===== src/rtl/lcd_cfg_pkg.sv =====
// Shared types and constants for the LCD serial configuration scheduler.
package lcd_cfg_pkg;

    typedef enum logic [1:0] {
        ST_IDLE,
        ST_SHIFT,
        ST_GAP
    } state_t;

    localparam int          FRAME_W         = 16;
    localparam int          RW_BIT          = 9;
    localparam logic [15:0] WAKEUP_WORD_DEF = 16'h0203;
    localparam logic [2:0]  WAKEUP_SLOT     = 3'd7;

    // A frame with the R/W bit clear asks the panel to return its data byte.
    function automatic logic is_read(input logic [FRAME_W-1:0] word);
        return ~word[RW_BIT];
    endfunction

endpackage


===== src/rtl/lcd_spi_shifter.sv =====
// Bit-level engine for one 16-bit panel frame: SPCK divider, MSB-first shift-out
// and capture of the panel's reply byte on read frames.
module lcd_spi_shifter
    import lcd_cfg_pkg::*;
#(
    parameter int CLK_DIV = 16
) (
    input  logic               clk,
    input  logic               rst,
    input  logic               start,
    input  logic [FRAME_W-1:0] frame,
    input  logic               spda_in,
    output logic               spena,
    output logic               spck,
    output logic               spda_out,
    output logic               spda_oe,
    output logic               done,
    output logic               rd_valid,
    output logic [7:0]         rd_data
);

    localparam int DIV_W = (CLK_DIV > 1) ? $clog2(CLK_DIV) : 1;

    logic               active;
    logic               half;
    logic [DIV_W-1:0]   div;
    logic [3:0]         bit_idx;
    logic [3:0]         next_idx;
    logic [FRAME_W-1:0] shreg;
    logic               rd_frame;
    logic [7:0]         cap;

    // Index of the bit that follows the one currently on the wire.
    always_comb begin
        next_idx = bit_idx - 4'd1;
    end

    // Each bit spends CLK_DIV cycles with SPCK low, then CLK_DIV cycles high; the
    // divider only counts while a frame is on the wire.
    always_ff @(posedge clk) begin
        if (rst) begin
            active   <= 1'b0;
            half     <= 1'b0;
            div      <= '0;
            bit_idx  <= 4'd15;
            shreg    <= '0;
            rd_frame <= 1'b0;
            cap      <= '0;
            spena    <= 1'b1;
            spck     <= 1'b1;
            spda_out <= 1'b0;
            spda_oe  <= 1'b1;
            done     <= 1'b0;
            rd_valid <= 1'b0;
            rd_data  <= '0;
        end else begin
            done     <= 1'b0;
            rd_valid <= 1'b0;
            if (!active) begin
                div <= '0;
                if (start) begin
                    active   <= 1'b1;
                    half     <= 1'b0;
                    bit_idx  <= 4'd15;
                    shreg    <= frame;
                    rd_frame <= is_read(frame);
                    spena    <= 1'b0;
                    spck     <= 1'b0;
                    spda_out <= frame[FRAME_W-1];
                    spda_oe  <= 1'b1;
                end
            end else if (div != DIV_W'(CLK_DIV - 1)) begin
                div <= div + 1'b1;
            end else begin
                div <= '0;
                if (!half) begin
                    half <= 1'b1;
                    spck <= 1'b1;
                    if (rd_frame && bit_idx <= 4'd7) begin
                        cap <= {cap[6:0], spda_in};
                    end
                end else if (bit_idx == 4'd0) begin
                    active   <= 1'b0;
                    spena    <= 1'b1;
                    spda_out <= 1'b0;
                    spda_oe  <= 1'b1;
                    done     <= 1'b1;
                    if (rd_frame) begin
                        rd_valid <= 1'b1;
                        rd_data  <= cap;
                    end
                end else begin
                    half     <= 1'b0;
                    spck     <= 1'b0;
                    bit_idx  <= next_idx;
                    spda_out <= shreg[next_idx];
                    spda_oe  <= !(rd_frame && next_idx <= 4'd7);
                end
            end
        end
    end

endmodule


===== src/rtl/lcd_spi_cfg_scheduler.sv =====
// Shares the panel's 3-wire configuration link between several configuration
// sources: wakeup frame after reset, then round-robin service of changed slots.
module lcd_spi_cfg_scheduler
    import lcd_cfg_pkg::*;
#(
    parameter int          CLK_DIV     = 16,
    parameter int          NUM_SLOTS   = 4,
    parameter int          GAP_BITS    = 16,
    parameter logic [15:0] WAKEUP_WORD = WAKEUP_WORD_DEF
) (
    input  logic                    LCLK,
    input  logic                    RST,
    input  logic [16*NUM_SLOTS-1:0] slot_word,
    input  logic                    refresh,
    output logic                    SPENA,
    output logic                    SPCK,
    output logic                    SPDA_OUT,
    output logic                    SPDA_OE,
    input  logic                    SPDA_IN,
    output logic                    busy,
    output logic [2:0]              cur_slot,
    output logic                    frame_done,
    output logic                    rd_valid,
    output logic [7:0]              rd_data
);

    localparam int GAP_CYCLES = 2 * CLK_DIV * GAP_BITS;
    localparam int GAP_W      = $clog2(GAP_CYCLES + 1);

    state_t               state;
    logic                 wake_pend;
    logic [NUM_SLOTS-1:0] pend;
    logic [NUM_SLOTS-1:0] force_req;
    logic [NUM_SLOTS-1:0] diff;
    logic [NUM_SLOTS-1:0] req;
    logic [15:0]          shadow [NUM_SLOTS];
    logic [2:0]           rr_ptr;
    logic [FRAME_W-1:0]   frame;
    logic                 start;
    logic                 done;
    logic [GAP_W-1:0]     gap_cnt;
    logic                 grant_any;
    logic [2:0]           grant_idx;
    logic [15:0]          grant_word;
    logic                 do_grant;

    function automatic int wrap_idx(input int base, input int off);
        int s;
        s = base + off;
        return (s >= NUM_SLOTS) ? s - NUM_SLOTS : s;
    endfunction

    // A slot asks for the link when pending and either its word moved away from
    // what the panel last received or a refresh forces it out again.
    always_comb begin
        for (int i = 0; i < NUM_SLOTS; i++) begin
            diff[i] = (slot_word[16*i +: 16] != shadow[i]);
        end
        req = pend & (diff | force_req);
    end

    // Round-robin pick: the lowest offset from rr_ptr wins, so scan offsets downward.
    always_comb begin
        grant_any  = 1'b0;
        grant_idx  = '0;
        grant_word = '0;
        for (int k = NUM_SLOTS - 1; k >= 0; k--) begin
            for (int j = 0; j < NUM_SLOTS; j++) begin
                if (req[j] && j == wrap_idx(int'(rr_ptr), k)) begin
                    grant_any  = 1'b1;
                    grant_idx  = 3'(j);
                    grant_word = slot_word[16*j +: 16];
                end
            end
        end
        do_grant = (state == ST_IDLE) && !wake_pend && grant_any;
    end

    // Pending bookkeeping; a refresh wins over the clear from a same-cycle grant.
    always_ff @(posedge LCLK) begin
        if (RST) begin
            pend      <= '1;
            force_req <= '0;
            for (int i = 0; i < NUM_SLOTS; i++) begin
                shadow[i] <= '0;
            end
        end else begin
            for (int i = 0; i < NUM_SLOTS; i++) begin
                if (do_grant && grant_idx == 3'(i)) begin
                    shadow[i] <= slot_word[16*i +: 16];
                end
                if (refresh) begin
                    pend[i]      <= 1'b1;
                    force_req[i] <= 1'b1;
                end else if (do_grant && grant_idx == 3'(i)) begin
                    pend[i]      <= 1'b0;
                    force_req[i] <= 1'b0;
                end else if (diff[i]) begin
                    pend[i] <= 1'b1;
                end
            end
        end
    end

    // Frame sequencing: grant in IDLE, wait for the shifter, then hold the link idle.
    always_ff @(posedge LCLK) begin
        if (RST) begin
            state     <= ST_IDLE;
            wake_pend <= 1'b1;
            rr_ptr    <= '0;
            frame     <= '0;
            start     <= 1'b0;
            busy      <= 1'b0;
            cur_slot  <= WAKEUP_SLOT;
            gap_cnt   <= '0;
        end else begin
            start <= 1'b0;
            case (state)
                ST_IDLE: begin
                    if (wake_pend) begin
                        wake_pend <= 1'b0;
                        frame     <= WAKEUP_WORD;
                        cur_slot  <= WAKEUP_SLOT;
                        start     <= 1'b1;
                        busy      <= 1'b1;
                        state     <= ST_SHIFT;
                    end else if (grant_any) begin
                        frame    <= grant_word;
                        cur_slot <= grant_idx;
                        rr_ptr   <= (grant_idx == 3'(NUM_SLOTS - 1)) ? 3'd0 : grant_idx + 3'd1;
                        start    <= 1'b1;
                        busy     <= 1'b1;
                        state    <= ST_SHIFT;
                    end
                end
                ST_SHIFT: begin
                    if (done) begin
                        gap_cnt <= '0;
                        state   <= ST_GAP;
                    end
                end
                ST_GAP: begin
                    if (gap_cnt == GAP_W'(GAP_CYCLES - 1)) begin
                        busy  <= 1'b0;
                        state <= ST_IDLE;
                    end else begin
                        gap_cnt <= gap_cnt + 1'b1;
                    end
                end
                default: state <= ST_IDLE;
            endcase
        end
    end

    lcd_spi_shifter #(
        .CLK_DIV (CLK_DIV)
    ) u_shifter (
        .clk      (LCLK),
        .rst      (RST),
        .start    (start),
        .frame    (frame),
        .spda_in  (SPDA_IN),
        .spena    (SPENA),
        .spck     (SPCK),
        .spda_out (SPDA_OUT),
        .spda_oe  (SPDA_OE),
        .done     (done),
        .rd_valid (rd_valid),
        .rd_data  (rd_data)
    );

    assign frame_done = done;

endmodule


===== config.mk =====
export PLATFORM = sky130hd
export DESIGN_NAME = lcd_spi_cfg_scheduler
export DESIGN_NICKNAME = d
export VERILOG_FILES = /design/src/rtl/lcd_cfg_pkg.sv /design/src/rtl/lcd_spi_shifter.sv /design/src/rtl/lcd_spi_cfg_scheduler.sv
export SDC_FILE = /design/constraint.sdc
export NUM_CORES = 1
export LEC_CHECK = 0
export CAP_MARGIN = 0
export CORE_AREA = 2 2 128 130
export CTS_CLUSTER_DIAMETER = 80
export DETAILED_ROUTE_END_ITERATION = 6
export DIE_AREA = 0 0 130 132
export GPL_ROUTABILITY_DRIVEN = 0
export HOLD_SLACK_MARGIN = 0.1
export PLACE_DENSITY_LB_ADDON = 0.05
export REMOVE_ABC_BUFFERS = 1
export SYNTH_ARGS = -nofsm -noshare
export SYNTH_HDL_FRONTEND = slang
export SYNTH_SLANG_ARGS = --single-unit
export TNS_END_PERCENT = 1

===== constraint.sdc =====
create_clock -name LCLK -period 4.28 [get_ports LCLK]
set_clock_uncertainty 0.15 [all_clocks]
set_input_delay 0.642 -clock LCLK [delete_from_list [all_inputs] [get_ports LCLK]]
set_output_delay 0.642 -clock LCLK [all_outputs]
set_load 0.02 [all_outputs]

==> key figures, run 1 <==
Die
  • Die width: roughly 130 microns
  • Starting density of the core: 0.576
  • Die area: between 15,000 and 20,000 sq um
  • Core ar.: around 16,000 sq um
  • Io pins: 86
  • Num rows: 46
  • Die Y: between 100 and 150 microns

GRT
  • Global-route wire length before repair: approximately 45 mm
  • GRT Residual Overflow: 0
  • Largest net degree at the start of global routing: 50
  • Initial antenna violation count: 0
  • Vias in the first global route: 8,146
  • Total GRT Usage: 0.335

Layout
  • # nets final: 1,215
  • Fin area: between 10,000 and 15,000 sq um
  • Post-Layout Cell Count: between 1k and 1.5k
  • Fill count: 1,227
  • Core Util, Final: 0.729
  • Share of cells above drive strength 1: 0.149
  • Area growth syn-to-layout: 26.6%
  • Diodes inserted: 0

Placed design
  • Port-buffer cells: 85
  • Dpl hpwl: around 21 mm
  • Placed cells: between 1k and 1.5k
  • DP Area: 10,900 sq um

Drt
  • Vias: a little under 9k
  • Vias per Instance: ~6.4
  • Wire length per cell: 20.8 microns
  • # DRC: 0
  • DRT Wirelength: approximately 28 mm
  • Post-DRT Antenna Nets: 0
  • Initial DRT Pass Iterations: 7
  • Initial drt markers: between 1k and 1.5k

Logic synthesis
  • Sequential share of the synthesized area: 0.418
  • Syn Area/Cell: 9.20 sq um
  • Cell variety after synth: between 70 and 80
  • Synth Register Bits: roughly 160
  • Synthesis Warnings: 0
  • Post-Syn Area: roughly 9000 sq um
  • Synth async-reset ratio: 0
  • Number of synthesized flops with an enable pin: 64
  • Syn Inst Count: between 900 and 1k
  • Top_reg_cell synth: dfxtp_1

STA
  • Crit path time final: between 3 and 4 ns
  • Final Max Tran Viols: 0
  • F_max: roughly 0.27 GHz
  • Slew Limit Headroom: 0.211
  • Setup_tns: 0 ns
  • Setup Viol. Count Final: 0
  • RSZ-0062 raised after global routing: false
  • Final period utilization: 0.876
  • Hold Fails Final Rpt: 0
  • Slew of the pin with the lowest slew margin: roughly 1.2 ns

CTS
  • Cts hold-fix bufs: 0
  • Root cell of the clock tree: clkbuf_16
  • CTS Buffer Depth: 2
  • Cts repair resizes: 0
  • Number of setup buffers added after CTS: 0
  • Clock sink count: between 150 and 200
  • CTS tree: done
  • Reg clk slew, reported paths: around 0.06 ns
  • H-tree lvl count: 4
  • CTS Buf Count: 17
  • Clk_lat worst skew: roughly 0.44 ns

Pwr
  • Maximum vdd drop: 301 uV
  • Tot Pwr: around 3.8 mW
  • Leak: around 4.7 nW
  • Pwr dens: about 330 nW/um^2

Worst setup path
  • Crit path capture type: flop
  • Worst Path Required: approximately 4.3 ns
  • Worst Setup Start Kind: input port
  • Max incr delay on CP: between 0.6 and 0.7 ns
  • Top cell by count, worst path: buf_4
  • CP Cell Sequence: clkdlybuf4s50_1, xor2_1, nor4_1, nand4_1, o21ai_0, buf_4, nor2_1, o21a_1, a311oi_1, buf_4, inv_1, ha_1, buf_4, and3_1
  • Slowest stage cell, crit path: clkdlybuf4s50_1
  • Critical Path AT: 3.78 ns
  • Critical path class: input port to flop
  • Worst-path fanout max: 16

Job
  • Max-cap violations: 0

Min path
  • HP Class: flop to flop

Run status
  • Status: finished, final reports clean
## worst max-delay path: cells and delay by family
| kind | cells | cell delay (ns) |
|---|---|---|
| AO/OA/AOI/OAI | 3 | 0.70 |
| XOR/XNOR | 1 | 0.16 |
| adder cells (fa/ha/maj) | 1 | 0.24 |
| buffers and inverters | 5 | 1.25 |
| AND/OR/NAND/NOR | 4 | 0.77 |
## power breakdown
part	switching [mW]	total, mW	internal (mW)
sequential	0.0438	1.66	1.61
clock	0.625	1.45	0.823
combinational	0.414	0.726	0.312
## metal layers
layer | share of wire | GRT usage | up-vias
li1 | - | - | 4042
met3 | 0.093 | 0.0869 | 110
met2 | 0.45 | 0.511 | 503
met5 | 0 | 0 | -
met4 | 0.043 | 0.131 | 0
met1 | 0.41 | 0.455 | 4091
## cell usage in the layout, fill, tap and decap left out, types with 9 or more instances in the layout
cell type / Yosys / routed
a221oi_1: 13 / 13
o22a_1: 12 / 12
and3_1: 69 / 69
inv_1: 27 / 27
nand4_1: 9 / 9
o311a_1: 10 / 10
xor2_1: 70 / 70
a31oi_1: 10 / 10
o22ai_1: 29 / 29
a22oi_1: 22 / 22
nor3_1: 10 / 10
nand2_1: 89 / 89
edfxtp_1: 64 / 64
o21ai_0: 32 / 32
nor2_1: 79 / 79
o211ai_1: 9 / 9
o21a_1: 12 / 12
mux2i_1: 18 / 18
buf_4: 1 / 108
clkbuf_16: 0 / 19
buf_12: 0 / 9
nor4_1: 26 / 26
dfxtp_1: 93 / 93
a221o_1: 17 / 17
nand3_1: 18 / 18
clkdlybuf4s50_1: 0 / 84
a21oi_1: 50 / 50
## logic make-up (layout without fill, tap and decap cells)
family,count (synthesis),count (layout),synth area share
AO/OA/AOI/OAI,292,292,0.237
XOR/XNOR,74,74,0.0717
adder cells (fa/ha/maj),8,8,0.0111
buffers and inverters,92,259,0.0404
flip-flops,157,157,0.418
multiplexers,24,24,0.0336
AND/OR/NAND/NOR,336,336,0.188
## per-stage QoR
stage | hold WS, ns | worst slack (ns)
global route | 0.323 | 0.170
finish | 0.301 | 0.531
detailed placement | 0.296 | 0.101
floorplan | 0.268 | -0.261
CTS | 0.305 | 0.548
global placement | 0.289 | 0.244
## cell usage after synthesis, types with 6 or more instances
cell type / n / share of area
a21oi_1: 50 / 0.028
buf_2: 13 / 0.0072
ha_1: 8 / 0.011
dfxtp_1: 93 / 0.21
o22a_1: 12 / 0.012
o21a_1: 12 / 0.010
o22ai_1: 29 / 0.020
xor2_1: 70 / 0.068
a22o_1: 8 / 0.0077
a211oi_1: 6 / 0.0050
edfxtp_1: 64 / 0.21
a31oi_1: 10 / 0.0069
buf_1: 6 / 0.0025
nand4_1: 9 / 0.0062
nor2_1: 79 / 0.033
a311oi_1: 6 / 0.0058
a21o_1: 8 / 0.0066
nand3_1: 18 / 0.010
a221oi_1: 13 / 0.013
o21ai_0: 32 / 0.018
mux2i_1: 18 / 0.020
clkbuf_1: 45 / 0.019
o21bai_1: 6 / 0.0050
o211ai_1: 9 / 0.0075
nor4_1: 26 / 0.018
o311a_1: 10 / 0.011
nor3_1: 10 / 0.0055
a221o_1: 17 / 0.019
and3_1: 69 / 0.048
nand2_1: 89 / 0.037
a22oi_1: 22 / 0.018
inv_1: 27 / 0.011
## flip-flops by register name, summed over array words and instances (netlist names), 2 cells and up
register	count
u_shifter.bit_idx	4
cur_slot	3
u_shifter.cap	8
force_req	4
u_shifter.shreg	16
state	2
shadow	64
rr_ptr	2
gap_cnt	10
pend	4
frame	16
u_shifter.rd_data	8
u_shifter.div	4
## final cells by class
cell class	count	area, sq um	area share
inverter	27	101	0.00885
sequential	157	3780	0.330
tap	216	270	0.0236
clock buffer	22	497	0.0434
clock inverter	8	53.8	0.00470
multi-input combinational	734	4910	0.429
timing repair buffer	202	1840	0.160
## final timing paths
kind	depth (start not counted)	startpoint	slack [ns]	endpoint
setup reg to reg	13	shadow[0][15]$_SDFFCE_PN0P_	0.86	shadow[2][10]$_SDFFCE_PN0P_
setup / recovery	14	slot_word[6]	0.53	shadow[2][10]$_SDFFCE_PN0P_
hold / removal	2	u_shifter.rd_data[6]$_SDFFE_PP0P_	0.30	u_shifter.rd_data[6]$_SDFFE_PP0P_
hold reg to reg	2	u_shifter.rd_data[6]$_SDFFE_PP0P_	0.30	u_shifter.rd_data[6]$_SDFFE_PP0P_
(Power assumes the default switching activity.)
==> inputs of run 2 (changes only) <==
CORE_AREA = 8 8 134 136   (was 2 2 128 130)
DIE_AREA = 0 0 142 144   (was 0 0 130 132)
==> run 2 against run 1 <==
  * Wire length increased by 5.9%
  * Setup slack worse by 0.21 ns
  * Via count up 1.0%
  * Worst hold slack better by 0.0028 ns
  * Non-clock buffer count up 3
  * Critical endpoint is now shadow[2][11]$_SDFFCE_PN0P_
  * Critical path depth stayed put
  * Flip-flop and latch count did not move
  * Cell area is 0.24% higher
==> key figures, run 2 (synthesis results as in run 1) <==
GRT
  • Largest net degree at the start of global routing: 36
  • GRT Residual Overflow: 0
  • Global-route wire length before repair: approximately 47 mm
  • Total GRT Usage: 0.296
  • Vias in the first global route: just under 9k
  • Initial antenna violation count: 0

Worst setup path
  • CP Cell Sequence: clkdlybuf4s50_1, xor2_1, nor4_1, nand4_1, o21ai_0, buf_4, nor2_1, o21a_1, a311oi_1, buf_4, inv_1, ha_1, buf_4, and3_1
  • Worst Path Required: between 4 and 5 ns
  • FF-to-FF path depth: 13
  • Slowest stage cell, crit path: clkdlybuf4s50_1
  • Top cell by count, worst path: buf_4
  • Critical path class: input port to flop
  • Critical Path Stages: 14
  • Delay-heaviest family, CP: buffers and inverters
  • Buffers and inverters on the worst path: 5
  • Worst-path fanout max: 17
  • Max incr delay on CP: about 0.64 ns
  • Critical Path AT: about 4 ns
  • Worst Setup Start Kind: input port
  • Crit path capture type: flop

Pwr
  • Leak: between 4 and 5 nW
  • Tot Pwr: about 3.9 mW
  • Maximum vdd drop: roughly 300 uV
  • Pwr dens: roughly 340 nW/um^2

Layout
  • Reg with most FFs: shadow
  • Area growth syn-to-layout: 26.9%
  • Post-Layout Cell Count: approximately 1.4k
  • Diodes inserted: 0
  • Largest register FFs: 64
  • Share of cells above drive strength 1: 0.152
  • # nets final: approximately 1.2k
  • Biggest regs: shadow (64), frame (16), u_shifter.shreg (16)
  • Most frequent cells in the layout: buf_4 (112), dfxtp_1 (93), nand2_1 (89)
  • Most common cell after layout, fill and taps aside: buf_4

CTS
  • CTS Buffer Depth: 2
  • Reg clk slew, reported paths: roughly 0.06 ns
  • Number of setup buffers added after CTS: 0
  • H-tree lvl count: 4
  • Cts hold-fix bufs: 0
  • Root cell of the clock tree: clkbuf_16
  • Clk_lat worst skew: between 0.4 and 0.5 ns
  • Cts repair resizes: 0
  • CTS Buf Count: 17
  • Clock sink count: approximately 160
  • CTS tree: done

Drt
  • Post-DRT Antenna Nets: 0
  • Top sig layer: met4
  • Vias: 8,837
  • DRT Wirelength: 30.0 mm
  • Initial drt markers: 1,201
  • # DRC: 0
  • Met3 wire length: roughly 2.9 mm
  • Wire length per cell: roughly 22 microns
  • Met2 Wirelength: ~14 mm
  • Wl on met1: approximately 12 mm
  • Vias per Instance: around 6.4
  • Initial DRT Pass Iterations: 7

Die
  • Die Y: roughly 140 microns
  • Core ar.: between 15,000 and 20,000 sq um
  • Die width: between 100 and 150 microns
  • Num rows: between 40 and 50
  • Die area: between 20,000 and 25,000 sq um
  • Starting density of the core: 0.563
  • Io pins: 86

Min path
  • Hold Path Depth: 2
  • HP Class: flop to flop

STA
  • Final Max Tran Viols: 0
  • Slew Limit Headroom: 0.238
  • Final period utilization: 0.924
  • RSZ-0062 raised after global routing: false
  • Setup WS post-layout: roughly 0.32 ns
  • Setup Viol. Count Final: 0
  • Hold Fails Final Rpt: 0
  • F_max: about 0.25 GHz
  • Slew of the pin with the lowest slew margin: 1.14 ns
  • Crit path time final: around 4.0 ns

Placed design
  • Port-buffer cells: 85
  • Dpl hpwl: 22.0 mm
  • DP Worst Slack: -0.0379 ns
  • Placed cells: 1,343

Run status
  • Status: finished, final reports clean

Job
  • Max-cap violations: 0
## run 2: through the flow
step           TNS, ns  hold slack (ns)  instance area, sq um  utilization
6_report             0            0.304                 11500        0.715
5_1_grt              0            0.321                 11500        0.715
4_1_cts              0            0.303                 11500        0.715
3_5_place_dp    -0.991            0.295                 10900        0.680
3_3_place_gp         0            0.281                 10900        0.680
2_1_floorplan   -0.608            0.268                  8780            -
## run 2: final timing paths
check / end / slack [ns] / start
worst min register to register: u_shifter.shreg[11]$_SDFFE_PP0P_ / 0.30 / u_shifter.shreg[11]$_SDFFE_PP0P_
worst min-delay path: u_shifter.shreg[11]$_SDFFE_PP0P_ / 0.30 / u_shifter.shreg[11]$_SDFFE_PP0P_
worst max-delay path: shadow[2][11]$_SDFFCE_PN0P_ / 0.32 / slot_word[3]
worst max register to register: shadow[2][11]$_SDFFCE_PN0P_ / 0.67 / shadow[0][15]$_SDFFCE_PN0P_
## run 2: cell type report
type                       instances  area [sq um]
tap                              220           275
clock inverter                    13           130
multi-input combinational        734          4910
timing repair buffer             205          1850
inverter                          27           101
sequential                       157          3780
fill                            1239          4570
clock buffer                      19           433
## run 2: metal layers
metal	track usage	vias up
met1	0.357	4115
met4	0.167	0
met3	0.0730	132
met2	0.478	534
li1	-	4056
met5	0	-
## run 2: power breakdown
group | internal (mW) | total [mW] | leakage [nW] | switching [mW]
Clock | 0.816 | 1.49 | 0.279 | 0.672
Combinational | 0.312 | 0.739 | 2.99 | 0.426
Sequential | 1.61 | 1.66 | 1.42 | 0.0438
Total | 2.74 | 3.88 | 4.69 | 1.14
## run 2: worst register-to-register path, stage by stage, from the launching register on
cell and delay (ns):
edfxtp_1 0.39, xor2_1 0.18, nor4_1 0.49, nand4_1 0.28, o21ai_0 0.36, buf_4 0.22
nor2_1 0.05, o21a_1 0.16, a311oi_1 0.20, buf_4 0.18, inv_1 0.06, ha_1 0.23
buf_4 0.22, and3_1 0.19
